$ cat config.mk
export PLATFORM = sky130hd
export DESIGN_NAME = point_addition
export DESIGN_NICKNAME = d
export VERILOG_FILES = /design/src/rtl/point_addition.sv
export SDC_FILE = /design/constraint.sdc
export NUM_CORES = 1
export LEC_CHECK = 0
export CAP_MARGIN = 20
export CORE_MARGIN = 2
export CORE_UTILIZATION = 45
export CTS_CLUSTER_SIZE = 24
export DETAILED_ROUTE_END_ITERATION = 8
export PLACE_DENSITY = 0.74
export SLEW_MARGIN = 20
export SYNTH_ARGS = -nofsm -noshare
export SYNTH_HDL_FRONTEND = slang
export SYNTH_SLANG_ARGS = --single-unit
export TNS_END_PERCENT = 100
$ cat constraint.sdc
create_clock -name clk -period 10.6 [get_ports clk]
set_input_delay 2.12 -clock clk [delete_from_list [all_inputs] [get_ports clk]]
set_output_delay 2.12 -clock clk [all_outputs]
set_load 0.1 [all_outputs]
$ cat src/rtl/point_addition.sv
// rtl/point_addition.sv - mixed LD/affine point addition over GF(2^N), 1-cycle registered output
module point_addition #(
  parameter int           N       = 3,
  parameter logic [N:0]   POLY    = 4'b1011,
  parameter logic [N-1:0] CURVE_A = 3'b001
) (
  input  logic         clk,
  input  logic         rst,
  input  logic         in_valid,
  input  logic [N-1:0] X0,
  input  logic [N-1:0] Y0,
  input  logic [N-1:0] Z0,
  input  logic [N-1:0] X1,
  input  logic [N-1:0] Y1,
  input  logic [N-1:0] Z1,
  output logic         out_valid,
  output logic [N-1:0] X2,
  output logic [N-1:0] Y2,
  output logic [N-1:0] Z2,
  output logic         is_inf,
  output logic         need_dbl
);

  // Shift-and-add multiply; the running multiple of a is reduced every step.
  function automatic logic [N-1:0] gf_mul(input logic [N-1:0] a, input logic [N-1:0] b);
    logic [N-1:0] acc;
    logic [N-1:0] sh;
    acc = '0;
    sh  = a;
    for (int i = 0; i < N; i++) begin
      if (b[i]) acc = acc ^ sh;
      sh = {sh[N-2:0], 1'b0} ^ (sh[N-1] ? POLY[N-1:0] : '0);
    end
    return acc;
  endfunction

  function automatic logic [N-1:0] gf_sq(input logic [N-1:0] a);
    return gf_mul(a, a);
  endfunction

  // Affine P1 has Z1 = 1 by contract, so the port carries no information.
  logic unused_z1;
  assign unused_z1 = ^Z1;

  logic [N-1:0] z0_sq, a_t, b_t, c_t, d_t, e_t, f_t, g_t, z2_t, x2_t, y2_t;

  always_comb begin
    z0_sq = gf_sq(Z0);
    a_t   = gf_mul(Y1, z0_sq) ^ Y0;
    b_t   = gf_mul(X1, Z0) ^ X0;
    c_t   = gf_mul(Z0, b_t);
    d_t   = gf_mul(gf_sq(b_t), c_t ^ gf_mul(CURVE_A, z0_sq));
    z2_t  = gf_sq(c_t);
    e_t   = gf_mul(a_t, c_t);
    x2_t  = gf_sq(a_t) ^ d_t ^ e_t;
    f_t   = x2_t ^ gf_mul(X1, z2_t);
    g_t   = gf_mul(X1 ^ Y1, gf_sq(z2_t));
    y2_t  = gf_mul(e_t ^ z2_t, f_t) ^ g_t;
  end

  logic         out_valid_q, out_valid_d;
  logic [N-1:0] x2_q, x2_d, y2_q, y2_d, z2_q, z2_d;
  logic         is_inf_q, is_inf_d, need_dbl_q, need_dbl_d;

  always_comb begin
    out_valid_d = in_valid;
    x2_d        = x2_q;
    y2_d        = y2_q;
    z2_d        = z2_q;
    is_inf_d    = is_inf_q;
    need_dbl_d  = need_dbl_q;
    if (in_valid) begin
      is_inf_d   = 1'b0;
      need_dbl_d = 1'b0;
      if (Z0 == '0) begin
        x2_d = X1;
        y2_d = Y1;
        z2_d = {{(N-1){1'b0}}, 1'b1};
      end else if (b_t == '0 && a_t != '0) begin
        x2_d     = {{(N-1){1'b0}}, 1'b1};
        y2_d     = '0;
        z2_d     = '0;
        is_inf_d = 1'b1;
      end else if (b_t == '0) begin
        x2_d       = '0;
        y2_d       = '0;
        z2_d       = '0;
        need_dbl_d = 1'b1;
      end else begin
        x2_d = x2_t;
        y2_d = y2_t;
        z2_d = z2_t;
      end
    end
  end

  always_ff @(posedge clk) begin
    if (rst) begin
      out_valid_q <= 1'b0;
      x2_q        <= '0;
      y2_q        <= '0;
      z2_q        <= '0;
      is_inf_q    <= 1'b0;
      need_dbl_q  <= 1'b0;
    end else begin
      out_valid_q <= out_valid_d;
      x2_q        <= x2_d;
      y2_q        <= y2_d;
      z2_q        <= z2_d;
      is_inf_q    <= is_inf_d;
      need_dbl_q  <= need_dbl_d;
    end
  end

  assign out_valid = out_valid_q;
  assign X2        = x2_q;
  assign Y2        = y2_q;
  assign Z2        = z2_q;
  assign is_inf    = is_inf_q;
  assign need_dbl  = need_dbl_q;

endmodule

==> flow_metrics.py <==
metrics = {
    "run_status": {
        "outcome": "completed",
    },
    "placed_design": {
        "place_congestion": 0.9225,
        "port_buffers": 29,
        "hpwlAfterDp_microns": 6189,
        "place_area_sq_mm": 0.003332,
    },
    "route": {
        "wl_per_cell_microns": 16.49,
        "vias": 3098,
        "drcViolationCount": 0,
        "via_per_inst": 6.335,
        "wl_microns": 8062,
        "drt-initial-drc-count": 327,
        "drtPass1Iterations": 5,
        "drtAntennaViolNets": 0,
    },
    "yosys": {
        "post_synth_instance_area_sq_mm": 0.003059,
        "syn_area_per_cell_sq_um": 7.667,
        "ys.flop_type": "dfxtp_1",
        "synth_area_leader_cell": "xnor2_1",
        "yosysTopAreaCellShare_pct": 12.60,
        "synth_seq_cells": 12,
        "async_reset_ff_share_pct": 0,
        "synth_warnings": 0,
        "synth_edf_count": 0,
        "synthCells": 399,
        "synth_area_leaders": "xnor2_1 (13%), dfxtp_1 (7.9%), xnor3_1 (7.4%), xor2_1 (4.6%), nor2_1 (4.2%)",
        "ys_types": 82,
        "syn_nets": 423,
        "synth-seq-area-share_pct": 7.853,
    },
    "sta": {
        "post-route-period-util_pct": 80.53,
        "max-slew-margin-rel_pct": 28.86,
        "totalNegativeSetupSlack_ns": 0,
        "hold_viol": 0,
        "finClkSkew_ns": 0,
        "min_period_ns": 8.536,
        "slew_violations": 0,
        "hold_ws_ns": 0.4647,
        "max_freq_mhz": 117.2,
        "rsz0062_at_grt": "no",
        "finalSetupViolCount": 0,
        "worst_pin_slew_ns": 1.059,
    },
    "finish": {
        "antenna_cells": 0,
        "seq_area_sq_um": 240.2,
        "design_area_sq_mm": 0.003395,
        "fill_cells": 652,
        "mostFrequentLayoutCells": "xnor2_1 (43), nor2_1 (34), nand2_1 (30), clkdlybuf4s50_1 (29)",
        "multi_input_area_sq_mm": 0.002650,
        "final_common_cell": "xnor2_1",
        "drive_above_1_share_pct": 8.313,
        "fin_nets": 434,
        "final_util_pct": 50.81,
        "areaGrowthSynthToFinish_pct": 10.96,
    },
    "min_path": {
        "hold_path_end": "need_dbl",
        "holdCritPathClass": "reg -> reg",
        "hold_start": "need_dbl",
        "whs_path_depth": 2,
    },
    "worst_setup_path": {
        "r2r-end": "Y2[1]",
        "reg2reg_from": "Y2[1]",
        "crit_path_end_kind": "register",
        "crit_fanout": 19,
        "arrival_ns": 8.71,
        "critical_path_class": "in -> reg",
        "r2r_cells": 4,
        "cp.required_ns": 10.78,
        "startpoint_type": "input port",
        "reg2reg_slack_ns": 9.78,
    },
    "job": {
        "drv_cap": 0,
    },
    "clocking": {
        "clk_pin_slew_ns": 0.05,
        "cts-root-buf": "clkbuf_8",
        "htreeDepth": 1,
        "post-cts-setup-buffer-count": 0,
        "cts_buffers": 3,
        "tritoncts": "done",
        "ctsHoldBuffers": 0,
        "clk-insertion-delay-late_ns": 0.24,
        "clock_sinks": 12,
        "clockBufferDepth": 2,
        "cts_resized": 0,
    },
    "die": {
        "fp.dieH_microns": 86.45,
        "dieArea_sq_mm": 0.007474,
        "row_count": 30,
        "ios": 33,
        "die_w_microns": 86.45,
        "initial_core_util_pct": 45.79,
        "core_sq_mm": 0.006681,
    },
    "grt": {
        "grt_pass1_wl_microns": 13590,
        "grt_max_degree": 23,
        "grt_pass1_vias": 2883,
        "grtUsageMet1_pct": 30.03,
        "track_usage_pct": 21.92,
        "overflow": 0,
        "grt_antenna_before_repair": 0,
        "grt_util_met2_pct": 37.06,
        "top_usage_layer": "met2",
        "grt_use_met3_pct": 2.095,
    },
    "power": {
        "finalPower_mw": 1.079,
        "leakage_nw": 1.273,
        "power.density_mw_per_mm2": 318.0,
        "irDropWorstVdd_mv": 0.1724,
    },
}
## sequential cells by signal, indices dropped and copies added, names as in the netlist
name and count:
X2 3, Y2 3, Z2 3, is_inf 1, need_dbl 1, out_valid 1
## power by group
group / leakage [nW] / internal (mW) / switching [mW]
registers: 0.0989 / 0.0564 / 0.00468
logic: 1.14 / 0.412 / 0.557
clock network: 0.0288 / 0.0328 / 0.0168
## cell usage after synthesis (all sizes together), types with 4 or more instances
cell	number
clkbuf	11
nor2	35
xnor3	12
buf	13
nor4	7
o211ai	9
and2	5
mux2i	8
nand2	32
mux2	4
nand4	9
a21oi	23
nand3	20
o21ai	16
xnor2	45
and3	5
nor3	24
a221oi	5
xor2	18
nand2b	4
inv	13
dfxtp	12
a211oi	6
nor2b	8
## cell type report
cell class | count | share of cell area (%)
sequential | 12 | 7.077
inverter | 13 | 1.511
clock buffer | 4 | 1.622
tap | 80 | 2.949
timing repair buffer | 30 | 8.773
multi-input combinational | 350 | 78.07
## kinds of logic (layout without fill, tap and decap cells)
family	after synthesis	in the layout	share of synthesized area [%]
AOI/OAI and AO/OA	99	99	25.15
xor gates and xnor gates	76	76	28.47
adders and majority gates	3	3	1.227
buffers and inverters	37	47	5.767
DFF	12	12	7.853
muxes	12	12	4.213
and+or+nand+nor	160	160	27.32
## through the flow
step                instances  worst slack (ns)
global placement          485             2.057
CTS                       489             2.152
detailed placement        485             1.949
finish                    489             2.064
floorplan                 399             3.858
global route              489             1.753
## how the worst max path moves through the flow
stage / slack [ns] / endpoint / start / cells past startpoint
2_1_floorplan: 3.86 / Y2[1] / Z0[2] / 21
3_3_place_gp: 2.06 / Y2[2] / X1[2] / 18
3_5_place_dp: 1.95 / Y2[2] / Z0[2] / 19
4_1_cts: 2.15 / Y2[2] / Z0[2] / 19
5_1_grt: 1.75 / Y2[1] / X1[2] / 18
6_report: 2.06 / Y2[2] / X1[2] / 18
## critical path: stages
cell and delay, ns:
clkdlybuf4s50_1 0.93, nand2_1 0.14, xor2_1 0.33, xor2_1 0.68, o211ai_1 0.19, a21oi_1 0.53
or2_1 0.68, inv_4 0.09, ha_1 0.37, xnor3_1 0.45, nand4_1 0.31, a41o_1 0.36
a221o_1 0.29, o211ai_1 0.36, o211ai_1 0.18, a21o_1 0.22, a2111o_1 0.41, nand3_1 0.07
## layer usage
metal / share of wire (%) / routed length, microns
met5: 0 / 0
met4: 1.8 / 146
met3: 5.7 / 461
met2: 48 / 3873
met1: 44 / 3580
Power figures use the tool's default switching activity.
